==> src/rtl/pacote_controle.sv <==
// Shared encodings for the multi-cycle control unit:
// opcodes, FSM states, PC source and ALU operation codes.
package pacote_controle;

    typedef enum logic [2:0] {
        BUSCA      = 3'd0,
        DECODIFICA = 3'd1,
        EXECUTA    = 3'd2,
        MEMORIA    = 3'd3,
        ESCRITA    = 3'd4,
        PARADO     = 3'd5
    } estado_t;

    localparam logic [2:0] OP_ADD  = 3'b000;
    localparam logic [2:0] OP_SUB  = 3'b001;
    localparam logic [2:0] OP_LI   = 3'b010;
    localparam logic [2:0] OP_LW   = 3'b011;
    localparam logic [2:0] OP_SW   = 3'b100;
    localparam logic [2:0] OP_BEQ  = 3'b101;
    localparam logic [2:0] OP_J    = 3'b110;
    localparam logic [2:0] OP_HALT = 3'b111;

    localparam logic [1:0] SELPC_INC = 2'b00;
    localparam logic [1:0] SELPC_REL = 2'b01;
    localparam logic [1:0] SELPC_ABS = 2'b10;

    localparam logic [2:0] ULA_ADD   = 3'b000;
    localparam logic [2:0] ULA_SUB   = 3'b001;
    localparam logic [2:0] ULA_PASSB = 3'b111;

    function automatic logic [2:0] ula_da_op(input logic [2:0] op);
        if (op == OP_SUB || op == OP_BEQ) return ULA_SUB;
        if (op == OP_LI) return ULA_PASSB;
        return ULA_ADD;
    endfunction

endpackage

==> src/rtl/unidade_controle_multiciclo_decodificador.sv <==
// Combinational strobe decoder: (state, opcode, MemPronta, Zero)
// to datapath control signals.
module decodificador_controle
    import pacote_controle::*;
(
    input  estado_t    i_estado,
    input  logic [2:0] i_opcode,
    input  logic       i_mem_pronta,
    input  logic       i_zero,
    output logic       o_le_mem,
    output logic       o_escreve_mem,
    output logic       o_escreve_reg,
    output logic       o_escreve_pc,
    output logic       o_carrega_ir,
    output logic [1:0] o_sel_pc,
    output logic [2:0] o_op_ula,
    output logic       o_sel_mux
);

    always_comb begin
        o_le_mem      = 1'b0;
        o_escreve_mem = 1'b0;
        o_escreve_reg = 1'b0;
        o_escreve_pc  = 1'b0;
        o_carrega_ir  = 1'b0;
        o_sel_pc      = SELPC_INC;
        o_op_ula      = ULA_ADD;
        o_sel_mux     = (i_opcode != OP_LW);
        unique case (i_estado)
            BUSCA: begin
                o_le_mem     = 1'b1;
                o_carrega_ir = i_mem_pronta;
                o_escreve_pc = i_mem_pronta;
            end
            EXECUTA: begin
                o_op_ula = ula_da_op(i_opcode);
                if (i_opcode == OP_BEQ && i_zero) begin
                    o_escreve_pc = 1'b1;
                    o_sel_pc     = SELPC_REL;
                end else if (i_opcode == OP_J) begin
                    o_escreve_pc = 1'b1;
                    o_sel_pc     = SELPC_ABS;
                end
            end
            MEMORIA: begin
                o_le_mem      = (i_opcode == OP_LW);
                o_escreve_mem = (i_opcode == OP_SW);
            end
            ESCRITA: begin
                o_escreve_reg = 1'b1;
                o_op_ula      = ula_da_op(i_opcode);
            end
            default: ;
        endcase
    end

endmodule

==> src/rtl/unidade_controle_multiciclo.sv <==
// Multi-cycle control unit: state register, instruction register
// and next-state logic; strobes come from decodificador_controle.
module unidade_controle_multiciclo
    import pacote_controle::*;
(
    input  logic       Clock,
    input  logic       Reset,
    input  logic [7:0] Instrucao,
    input  logic       MemPronta,
    input  logic       Zero,
    output logic [2:0] OpCode,
    output logic       SelMux,
    output logic [2:0] OpULA,
    output logic [1:0] SelPC,
    output logic       EscrevePC,
    output logic       CarregaIR,
    output logic       LeMem,
    output logic       EscreveMem,
    output logic       EscreveReg,
    output logic [2:0] Estado
);

    estado_t    r_estado;
    logic [7:0] r_ir;
    logic [2:0] w_op;
    logic       w_le_mem;
    logic       w_escreve_mem;
    logic       w_escreve_reg;
    logic       w_escreve_pc;
    logic       w_carrega_ir;

    assign w_op = r_ir[7:5];

    always_ff @(posedge Clock or posedge Reset) begin
        if (Reset) begin
            r_estado <= BUSCA;
            r_ir     <= 8'h00;
        end else begin
            unique case (r_estado)
                BUSCA: begin
                    if (MemPronta) begin
                        r_ir     <= Instrucao;
                        r_estado <= DECODIFICA;
                    end
                end
                DECODIFICA: r_estado <= EXECUTA;
                EXECUTA: begin
                    if (w_op == OP_LW || w_op == OP_SW)
                        r_estado <= MEMORIA;
                    else if (w_op == OP_HALT)
                        r_estado <= PARADO;
                    else if (w_op == OP_BEQ || w_op == OP_J)
                        r_estado <= BUSCA;
                    else
                        r_estado <= ESCRITA;
                end
                MEMORIA: begin
                    if (MemPronta)
                        r_estado <= (w_op == OP_LW) ? ESCRITA : BUSCA;
                end
                ESCRITA: r_estado <= BUSCA;
                PARADO:  r_estado <= PARADO;
                default: r_estado <= BUSCA;
            endcase
        end
    end

    decodificador_controle u_dec (
        .i_estado      (r_estado),
        .i_opcode      (w_op),
        .i_mem_pronta  (MemPronta),
        .i_zero        (Zero),
        .o_le_mem      (w_le_mem),
        .o_escreve_mem (w_escreve_mem),
        .o_escreve_reg (w_escreve_reg),
        .o_escreve_pc  (w_escreve_pc),
        .o_carrega_ir  (w_carrega_ir),
        .o_sel_pc      (SelPC),
        .o_op_ula      (OpULA),
        .o_sel_mux     (SelMux)
    );

    // Reset state is BUSCA, which would request memory; mask strobes
    assign LeMem      = w_le_mem      & ~Reset;
    assign EscreveMem = w_escreve_mem & ~Reset;
    assign EscreveReg = w_escreve_reg & ~Reset;
    assign EscrevePC  = w_escreve_pc  & ~Reset;
    assign CarregaIR  = w_carrega_ir  & ~Reset;
    assign OpCode     = w_op;
    assign Estado     = r_estado;

endmodule

==> config.mk <==
export PLATFORM = sky130hd
export DESIGN_NAME = unidade_controle_multiciclo
export DESIGN_NICKNAME = d
export VERILOG_FILES = /design/src/rtl/pacote_controle.sv /design/src/rtl/unidade_controle_multiciclo_decodificador.sv /design/src/rtl/unidade_controle_multiciclo.sv
export SDC_FILE = /design/constraint.sdc
export NUM_CORES = 1
export LEC_CHECK = 0
export ABC_CLOCK_PERIOD_IN_PS = 1900
export CORE_MARGIN = 2
export CORE_UTILIZATION = 36
export CTS_BUF_LIST = sky130_fd_sc_hd__clkbuf_4 sky130_fd_sc_hd__clkbuf_8 sky130_fd_sc_hd__clkbuf_16
export CTS_CLUSTER_DIAMETER = 40
export DETAILED_ROUTE_END_ITERATION = 8
export PLACE_DENSITY = 0.77
export SYNTH_ARGS = -nofsm -noshare
export SYNTH_HDL_FRONTEND = slang
export SYNTH_SLANG_ARGS = --single-unit
==> constraint.sdc <==
create_clock -name Clock -period 1.9 [get_ports Clock]
set_input_delay 0.475 -clock Clock [delete_from_list [all_inputs] [get_ports Clock]]
set_output_delay 0.475 -clock Clock [all_outputs]
set_load 0.01 [all_outputs]
==> results.yml, run 1 <==
synth:
  ys_seq_area_share_pct: 30.5
  synth.distinct_cells: 31
  synth.net_count: 65
  synthTopCellsByArea: "dfrtp_1 (30%), mux2_2 (6.9%), nand2b_1 (5.1%)"
  syn_inst: 53
  synth-seq-cells: 6
  synth.avg_cell_area_um2: 9.30
  yosys.area.top_type: "dfrtp_1"
  netlist.area_leader.share_pct: 30.5
  syn_area_um2: 493
  yosysWarnings: 0
route:
  wire_per_inst_um: 13.9
  drt-initial-drc-count: 18
  drc_errors: 0
  drt-total-wl_um: 1680
  drt_pass1_iterations: 4
  vias: 642
  via_per_inst: 5.31
  drtAntennaViolNets: 0
critical_path:
  critPathLaunchType: "register"
  worst-setup-path-type: "register to primary output"
  cp-end-kind: "primary output"
  r2r_start: "Estado[0]"
  crit_path_max_fanout: 4
  arrival_ns: 1.46
  r2r_setup_slack_ns: 0.32
  reg2reg_to: "r_ir[6]"
  worstRegToRegCells: 5
  critPathRequiredTime_ns: 1.42
layout:
  fin_nets: 120
  regArea_um2: 153
  stdcell_area_um2: 978
  multi_input_area_um2: 347
  area_delta_synth_final_pct: 98.5
  drive_gt1_share_pct: 59.4
  diodes: 0
  fillerInstances: 85
global_routing:
  antenna_found_initial: 0
  grt_pass1_wl_um: 2510
  gr-usage-met3_pct: 4.35
  use_met1_pct: 27.2
  grt_max_degree: 8
  grtUsageMet2_pct: 39.8
  grt_pass1_vias: 587
  grt_usage_pct: 24.7
  grt-ovfl-total: 0
  gr-max-usage-layer: "met2"
clock_network:
  clk_latency_ns: 0.24
  clk_pin_slew_ns: 0.04
  cts_made_buffers: 3
  cts.sinks: 6
  cts-root-buf: "clkbuf_4"
  holdBufCountCts: 0
  htreeDepth: 1
  clk_path_buf_depth: 2
  cts_tree: "built"
floorplanning:
  ioPinCount: 29
  start_util_pct: 38.4
  die_width_um: 41.0
  rows: 13
  core-area_mm2: 0.00128
  fp.dieH_um: 41.0
  die_area_mm2: 0.00168
sta:
  finalHoldViolCount: 0
  finalCritPeriodShare_pct: 102
  tightest_slew_ns: 0.271
  rsz0062_at_grt: "yes"
  timing.fmax_mhz: 518
  slew_viol_final: 0
  setup_violations: 3
  fin_ws_ns: -0.0301
  slew_headroom_pct: 81.7
  period_needed_ns: 1.93
  fin_skew_ns: 0.00127
pwr:
  pwr-share-seq_pct: 17.8
  ir_drop_uv: 1010
  power_frac_clock_pct: 6.8
  intPower_uw: 994
  p_leak_nw: 0.469
  combinationalPowerShare_pct: 75.4
  p_sw_uw: 637
  power.density_mw_per_mm2: 1670
  finalPower_mw: 1.63
  switching_share_pct: 39.1
worst_hold_path:
  hold_class: "primary input to async pin"
placed_design:
  dp_slack_ns: -0.655
  hpwl_um: 1170
  placed_cell_area_um2: 883
  gp_congestion: 0.803
  portBuffers: 23
flow_run:
  max_cap_viol_count: 0
run_status:
  violations: "negative setup slack"
  outcome: "finished, violations left"
-- kinds of logic (layout without fill, tap and decap cells) --
| logic type | count (synthesis) | count (layout) | synth area share, % |
|---|---|---|---|
| AND/OR/NAND/NOR | 24 | 24 | 34.0 |
| XOR/XNOR | 1 | 1 | 1.78 |
| AO/OA/AOI/OAI | 12 | 12 | 18.8 |
| multiplexers | 3 | 3 | 6.85 |
| buffers and inverters | 7 | 60 | 8.12 |
| flip-flops | 6 | 6 | 30.5 |
-- worst max-delay path, stage by stage (launching register included) --
cell     delay (ns)
dfrtp_1        0.41
or3b_4         0.41
nor4b_4        0.22
buf_2          0.17
-- layer usage --
| metal | part of all wire (%) | vias up |
|---|---|---|
| met5 | 0 | - |
| met4 | 3.3 | 0 |
| met3 | 5.7 | 6 |
| met2 | 52 | 31 |
| met1 | 39 | 304 |
| li1 | - | 301 |
-- layout by cell type (no fill, tap or decap), types with 3 or more instances in the layout --
cell / instances
buf_2: 8
buf_4: 28
buf_6: 4
clkbuf_4: 3
clkdlybuf4s50_1: 9
dfrtp_1: 4
dlygate4sd2_1: 3
mux2_2: 3
nor2_1: 6
o21ai_0: 3
-- worst max-delay path by stage --
stage                     startpoint  slack, ns  cells past startpoint          to
after floorplan              r_ir[5]       0.09                      4    OpULA[2]
after global placement     MemPronta      -0.62                      5   EscrevePC
after detailed placement   MemPronta      -0.66                      5   CarregaIR
after CTS                    r_ir[6]      -0.04                      3  EscreveMem
after global routing         r_ir[5]      -0.08                      3  EscreveMem
final                        r_ir[6]      -0.03                      3  EscreveMem
-- through the flow --
step | TNS, ns | util (%) | std cells | hold slack [ns]
5_1_grt | -0.394 | 76.1 | 121 | 0.523
3_5_place_dp | -3.67 | 68.7 | 109 | 0.691
3_3_place_gp | -3.31 | 68.7 | 109 | 0.682
2_1_floorplan | 0 | - | 53 | 0.271
4_1_cts | -0.0875 | 75.8 | 120 | 0.472
6_report | -0.0370 | 76.1 | 121 | 0.479
-- timing repair --
action                                  in CTS  in global routing
resized for setup                           52                  6
setup buffers                                8                  1
pin swaps                                    9                  4
endpoints found under the setup margin      12                 10
gates cloned                                 0                  0
-- final cells by class --
type / count / area share [%]
timing repair buffer: 54 / 43.6
multi-input combinational: 40 / 35.4
sequential: 6 / 15.6
clock buffer: 3 / 2.30
tap: 15 / 1.92
inverter: 3 / 1.15
-- cells in the mapped netlist --
cell       number
or3b_4          1
a21oi_1         2
inv_1           2
o211a_1         1
dfrtp_1         6
o21ai_0         3
and3_1          1
nor3_1          3
or2_1           1
nand2b_1        4
xor2_1          1
mux2_2          3
buf_6           1
nand3_1         1
and4b_2         1
a32o_1          1
inv_2           1
nor2_1          6
a211oi_1        1
buf_4           1
nand2_1         1
a221oi_1        1
nand4bb_1       1
o2bb2ai_2       1
nor4_4          1
nor4b_2         1
o41ai_1         1
and2_1          1
nand3b_1        1
buf_2           2
o21a_1          1
-- registers in the layout, indices dropped and copies added, names as in the netlist --
register	cells
Estado	3
r_ir	3
-- power groups by stage --
stage / clock network (mW) / registers [mW] / logic, mW
after floorplan: 0 / 0.303 / 0.448
after global placement: 0 / 0.289 / 1.00
after detailed placement: 0 / 0.291 / 1.02
after CTS: 0.117 / 0.285 / 1.19
after global routing: 0.120 / 0.301 / 1.32
final: 0.110 / 0.290 / 1.23
Power figures use the tool's default switching activity.
==> run 2, diff against run 1 <==
--- a/config.mk
+++ b/config.mk
@@ -11,6 +11,7 @@
 export CTS_BUF_LIST = sky130_fd_sc_hd__clkbuf_4 sky130_fd_sc_hd__clkbuf_8 sky130_fd_sc_hd__clkbuf_16
 export CTS_CLUSTER_DIAMETER = 40
 export DETAILED_ROUTE_END_ITERATION = 8
+export GPL_TIMING_DRIVEN = 0
 export PLACE_DENSITY = 0.77
 export SYNTH_ARGS = -nofsm -noshare
 export SYNTH_HDL_FRONTEND = slang
==> run 2 against run 1 <==
The run still ends with negative setup slack left. Count of clock-buffer cells in the layout is the same. Final cell count decreased by 11%. Non-clock buffer count decreased by 13. Register-to-register slack better by 0.12 ns. Critical path depth rose by 2. Sequential power is 2% higher. Die area did not move. Power down 7.0%. Largest cell class is now multi-input combinational cells.
==> results.yml, run 2 (synthesis gave the netlist of run 1 again) <==
run_status:
  outcome: "finished, violations left"
  violations: "negative setup slack"
pwr:
  p_leak_nw: 0.428
  finalPower_mw: 1.52
  power.density_mw_per_mm2: 1660
  ir_drop_uv: 1080
layout:
  most-common-layout-cells: "buf_4 (13), clkdlybuf4s50_1 (8), buf_2 (7), nor2_1 (6), buf_6 (5)"
  instances_no_fill: 108
  drive_gt1_share_pct: 59.1
  final_common_cell: "buf_4"
  stdcell_area_um2: 916
  fin_nets: 107
  regArea_um2: 155
  multi_input_area_um2: 370
  area_delta_synth_final_pct: 85.8
  diodes: 0
  fillerInstances: 106
sta:
  timing.fmax_mhz: 497
  tns_ns: -0.279
  fin_skew_ns: 0.00282
  slew_viol_final: 0
  setup_violations: 3
  hold_ws_ns: 0.369
  fin_ws_ns: -0.111
  slew_headroom_pct: 81.0
  period_needed_ns: 2.01
  finalCritPeriodShare_pct: 106
  tightest_slew_ns: 0.285
  finalHoldViolCount: 0
  rsz0062_at_grt: "yes"
critical_path:
  crit_chain: "nand2b_4 -> or2_4 -> buf_6 -> a221oi_2 -> buf_2"
  critPathRequiredTime_ns: 1.42
  slowest_stage: "dfrtp_2"
  cp-end-kind: "primary output"
  crit_path_max_fanout: 3
  worst-setup-path-type: "register to primary output"
  critPathLaunchType: "register"
  arrival_ns: 1.54
  slowest_delay_ns: 0.42
route:
  vias: 574
  drt-total-wl_um: 1470
  drtAntennaViolNets: 0
  drt_pass1_iterations: 4
  drc_errors: 0
  drt-initial-drc-count: 11
  via_per_inst: 5.31
  wire_per_inst_um: 13.6
flow_run:
  max_cap_viol_count: 0
floorplanning:
  start_util_pct: 38.4
  rows: 13
  ioPinCount: 29
  core-area_mm2: 0.00128
  die_width_um: 41.0
  die_area_mm2: 0.00168
  fp.dieH_um: 41.0
clock_network:
  clk_path_buf_depth: 2
  cts.sinks: 6
  htreeDepth: 1
  cts-root-buf: "clkbuf_4"
  cts_tree: "built"
  cts_made_buffers: 3
  clk_latency_ns: 0.24
  clk_pin_slew_ns: 0.04
global_routing:
  grt_pass1_wl_um: 2130
  grt_usage_pct: 20.3
  antenna_found_initial: 0
  grt_pass1_vias: 471
  grt-ovfl-total: 0
  grt_max_degree: 11
worst_hold_path:
  hold_class: "primary input to async pin"
placed_design:
  place_inst: 91
  gp_congestion: 0.792
  portBuffers: 23
  hpwl_um: 904
  placed_cell_area_um2: 747
[run 2: stage by stage]
stage	worst slack, ns	utilization, %
detailed placement	-0.791	58.1
CTS	-0.168	66.9
global route	-0.170	71.3
finish	-0.111	71.3
global placement	-0.792	58.1
floorplan	0.0857	-
[run 2: what timing repair did]
item | 4_1_cts | 5_1_grt
pin swaps | 5 | 6
resized for setup | 47 | 18
setup buffers | 9 | 5
hold buffers | 0 | 0
setup endpoints to repair | 11 | 9
[run 2: critical path: cells and delay by family (launching register included)]
kind	cells	cell delay, ns
simple gates	2	0.40
buf+inv	2	0.28
compound gates	1	0.20
flops	1	0.42
[run 2: power by group]
group	switching, mW	internal [mW]
clock network	0.0411	0.0711
registers	0.0973	0.200
logic	0.480	0.628
total	0.618	0.899
[run 2: routing by layer]
metal	vias up	part of all wire [%]	track usage [%]
met3	2	5.3	3.26
met1	274	41	27.7
met2	23	52	29.7
li1	275	-	-
met4	0	0.95	12.5
met5	-	0	0
[run 2: cell type report]
cell class              count  area share, %
flip-flops and latches      6           16.9
clock buffers               3           2.46
repair buffers             37           33.1
multi-input cells          40           40.4
plain buffers               4           3.83
inverters                   3           1.23
well taps                  15           2.05
[run 2: path summary, 6_finish.rpt]
path	start	endpoint	slack, ns	cells past startpoint
worst min-delay path	Reset	r_ir[7]	0.37	2
worst min register to register	r_ir[7]	r_ir[7]	0.66	2
max in group asynchronous	Reset	Estado[0]	1.38	2
min in group Clock	MemPronta	Estado[1]	0.62	3
worst max-delay path	r_ir[5]	OpULA[0]	-0.11	5
worst max register to register	Estado[0]	r_ir[5]	0.44	4
==> patch 1: new RTL, settings of run 2 <==
Register the inputs `Instrucao`, `MemPronta` and `Zero` before use, with the module's reset. The logic sees them one clock later. Comments in the files are not updated.
--- a/src/rtl/unidade_controle_multiciclo.sv
+++ b/src/rtl/unidade_controle_multiciclo.sv
@@ -21,4 +21,20 @@
 );
 
+    logic [7:0] Instrucao_q;
+    logic MemPronta_q;
+    logic Zero_q;
+
+    always_ff @(posedge Clock or posedge Reset) begin
+        if (Reset) begin
+            Instrucao_q <= '0;
+            MemPronta_q <= '0;
+            Zero_q      <= '0;
+        end else begin
+            Instrucao_q <= Instrucao;
+            MemPronta_q <= MemPronta;
+            Zero_q      <= Zero;
+        end
+    end
+
     estado_t    r_estado;
     logic [7:0] r_ir;
@@ -39,6 +55,6 @@
             unique case (r_estado)
                 BUSCA: begin
-                    if (MemPronta) begin
-                        r_ir     <= Instrucao;
+                    if (MemPronta_q) begin
+                        r_ir     <= Instrucao_q;
                         r_estado <= DECODIFICA;
                     end
@@ -56,5 +72,5 @@
                 end
                 MEMORIA: begin
-                    if (MemPronta)
+                    if (MemPronta_q)
                         r_estado <= (w_op == OP_LW) ? ESCRITA : BUSCA;
                 end
@@ -69,6 +85,6 @@
         .i_estado      (r_estado),
         .i_opcode      (w_op),
-        .i_mem_pronta  (MemPronta),
-        .i_zero        (Zero),
+        .i_mem_pronta  (MemPronta_q),
+        .i_zero        (Zero_q),
         .o_le_mem      (w_le_mem),
         .o_escreve_mem (w_escreve_mem),
Check against the original RTL: not equivalent (a bounded check fails within 4 cycles, from zero or initial values and one cycle with Reset high).
==> patch 1 against run 2 <==
  * The run still ends with setup timing left
  * Count of clock-buffer cells in the layout up 1
  * Power up 18%
  * Wire length up 43%
  * Cell area up 28%
  * Non-clock buffer count up 15
  * Sequential power up 28%
  * Maximum frequency down 5.4%
  * Synthesized area up 24%
  * Core utilization up 4.8 points
  * First-iteration DRC count rose to 2.7 times the old value
  * Via count up 23%
  * Worst hold slack better by 76 ps
  * Setup slack worse by 110 ps
  * Sequential cell count up 5
==> patch 1: results (changes against run 2) <==
Run status
  – Status: finished, violations left
  – Failing checks: setup timing

Worst setup path
  – Worst-path fanout max: 5 (+2)
  – CP arrival: 1650 ps (+110 ps)
  – Reg-to-reg critical path startpoint: Estado[1]$_DFFE_PP0P_
  – FF-to-FF End: r_ir[6]$_DFFE_PP0N_
  – R2R cell count: 6 (+2)

Global route
  – Met1 GRT Util: 0.244 (-0.0334)
  – First-pass GRT wire length: 3.05 mm (+43%)
  – Met3 track demand over resource in global routing: 0.0600 (+0.0274)

Pwr
  – Power share of the clock group: 0.091 (+0.017)
  – Power consumed by the clock network: 164 uW (+46%)

Place
  – Cells after DPL: 94 (+3.3%)
  – Cell area after placement: 862 um2 (+15%)

Clock network
  – Worst skew pair latency: 260 ps (+20 ps)
  – CTS clk-pin slew, worst paths: 70 ps (+30 ps)
  – Count of instances resized after the clock tree is built: 63 (+34%)

Routing
  – Total length of routed met3 wires: 162 um (+110%)
  – Total met2 wirelength after detailed routing: 1.07 mm (+39%)

Logic synthesis
  – Count of different cell masters after synthesis: 29 (-6.5%)
  – Sequential share of the synthesized area: 0.450 (+0.145)
  – Synthesized Nets: 67 (+3.1%)
  – Share of cell area taken by muxes after synthesis: 0.0716 (+0.00305)
  – Leading cell types by count after synthesis: dfrtp_1 (11), inv_1 (4)
  – Number of cells produced by synthesis: 55 (+3.8%)
  – Cells taking the most area after synthesis: dfrtp_1 (45%), mux2_2 (5.5%), and2b_2 (4.3%)

STA
  – Worst setup margin: -225 ps (-114 ps)
  – Final setup violation count: 9 (+6)
  – Sum Neg Setup Slack: -645 ps (-366 ps)

Finish
  – Nets@finish: 125 (+17%)
  – Proportion of layout cells with a drive suffix above 1: 0.643 (+0.0515)
==> patch 1: cell type report <==
class / instances / area, um2 / share of cell area
sequential: 11 / 280 / 0.239
multi-input combinational: 37 / 344 / 0.293
inverter: 4 / 18.8 / 0.0160
buffer: 3 / 30.0 / 0.0256
timing repair buffer: 53 / 449 / 0.383
tap: 16 / 20.0 / 0.0171
clock buffer: 4 / 30.0 / 0.0256
==> patch 1: cell families (layout without fill, tap and decap cells) <==
kind of cell           Yosys count  after routing
buffers and inverters            7             64
AO/OA/AOI/OAI                   11             11
AND/OR/NAND/NOR                 22             22
flip-flops                      11             11
multiplexers                     4              4
==> patch 1: worst max path at each step <==
stage / start / end / cells past startpoint
final: r_ir[6]$_DFFE_PP0N_ / EscrevePC / 4
after global routing: r_ir[5]$_DFFE_PP0N_ / EscrevePC / 5
after CTS: r_ir[5]$_DFFE_PP0N_ / EscrevePC / 5
after detailed placement: Reset / EscreveMem / 4
after global placement: Reset / EscreveMem / 4
after floorplan: Estado[0]$_DFFE_PP0P_ / EscrevePC / 4
==> patch 2: new RTL, flow settings as in run 2 <==
Made on the original files. Make the reset (`Reset`) synchronous in one clocked block.
--- a/src/rtl/unidade_controle_multiciclo.sv
+++ b/src/rtl/unidade_controle_multiciclo.sv
@@ -32,5 +32,5 @@
     assign w_op = r_ir[7:5];
 
-    always_ff @(posedge Clock or posedge Reset) begin
+    always_ff @(posedge Clock) begin
         if (Reset) begin
             r_estado <= BUSCA;
Function: differs if Reset is asserted again (counterexample within 4 cycles, from zero or initial values and one cycle with Reset high); with Reset held inactive, the same outputs for 10 cycles.
==> patch 2 against run 2 <==
  * The run still ends with setup timing left
  * Sequential cell count did not move
  * Setup slack improved by 86 ps
  * Synthesized area fell by 2.5%
  * Core utilization rose by 3.1 points
  * Wire length rose by 10%
  * Die area fell by 2.3%
  * Cell area rose by 3.0%
  * Critical endpoint is now OpULA[2]
  * Highest routed layer unchanged
Power is left out: it rests on default switching activity, and per cell area and clock period it moved more than threefold.
==> patch 2: results (changes against run 2) <==
Finish
  – Design Area, Final: 943 um2 (+3.0%)
  – Clock distribution area overhead in the final layout: 0.0239 (-0.000718)
  – Finished Layout Cells: 117 (+8.3%)
  – Proportion of layout cells with a drive suffix above 1: 0.490 (-0.101)
  – Area share of buffers outside the clock network: 0.391 (+0.0224)
  – Proportion of cell area occupied by multi-input gates: 0.415 (+0.0107)
  – Total of fill cells in the finished design: 98 (-7.5%)
  – #MultiIn Comb: 50 (+25%)
  – Share of the final layout cell area in sequential cells: 0.146 (-0.0235)

Routing
  – Via total after detailed routing: 599 (+4.4%)
  – Total length of routed met3 wires: 48 um (-38%)
  – Routed metal-1 wirelength: 719 um (+18%)
  – Per-cell routed wire length: 13.8 um (+1.7%)
  – Total met2 wirelength after detailed routing: 829 um (+8.1%)
  – Initial detailed-routing violation count: 8 (-3)

Logic synthesis
  – Post-synth top flop: dfxtp_1
  – Leading cell types by count after synthesis: nor2_1 (9), a21oi_1 (7), dfxtp_1 (6)
  – Fraction of registers with async set or reset after synthesis: 0 (-1.00)
  – Register bit count reported by yosys: 6 (unchanged)
  – Count of different cell masters after synthesis: 27 (-13%)
  – Average cell area after synthesis: 7.75 um2 (-17%)
  – Cells taking the most area after synthesis: dfxtp_1 (25%), a21oi_1 (7.3%), nor2_1 (7.0%)
  – Synthesized Nets: 74 (+14%)

Run status
  – Status: finished, violations left
  – Failing checks: setup timing

Worst setup path
  – R2R cell count: 7 (+3)
  – Worst-path fanout max: 5 (+2)
  – Critical path endpoint: OpULA[2]
  – Reg-to-reg critical path startpoint: Estado[2]$_SDFFE_PP0P_
  – FF-to-FF End: r_ir[5]$_SDFFE_PP0N_
  – CP arrival: 1450 ps (-90 ps)

Global route
  – Number of global-route vias before repair: 491 (+4.2%)
  – First-pass GRT wire length: 2.20 mm (+3.6%)
  – Total global routing track utilization: 0.199 (-0.00432)

STA
  – Remaining max-slew budget at the tightest pin: 0.834 (+0.0241)
  – Layout Skew: 3.98 ps (+1.16 ps)
  – Final setup violation count: 2 (-1)
  – Worst setup margin: -25.1 ps (+85.6 ps)

Clock network
  – Buffers inserted during post-CTS setup optimization: 8 (-1)

Place
  – Cells after DPL: 100 (+9.9%)
  – Placed wire-length estimate after detailed placement: 871 um (-3.7%)
  – Cell area after placement: 729 um2 (-2.3%)
-- patch 2: worst max-delay path, cell delays in order, from the launching register on --
cell and delay (ps):
dfxtp_4 360, nand2b_4 150, or2_4 250, a211oi_2 220, buf_4 140, buf_6 90
-- patch 2: kinds of logic after synthesis --
kind of cell / count (synthesis) / share of synthesized area
AOI/OAI and AO/OA: 12 / 0.154
and+or+nand+nor: 35 / 0.445
muxes: 3 / 0.0625
DFF: 6 / 0.250
buffers and inverters: 6 / 0.0885
-- patch 2: through the flow --
| step | utilization | setup slack, ps | setup TNS (ps) |
|---|---|---|---|
| after floorplan | - | 25.7 | 0 |
| after global placement | 0.575 | -842 | -3900 |
| after global routing | 0.744 | -82.6 | -214 |
| after detailed placement | 0.575 | -838 | -3940 |
| after CTS | 0.661 | -237 | -348 |
| final | 0.744 | -25.1 | -38.0 |
-- patch 2: per-layer routing --
layer,global-route usage,vias to the layer above
li1,-,297
met1,0.254,285
met2,0.353,13
met3,0.0167,4
met4,0.0500,0
met5,0,-
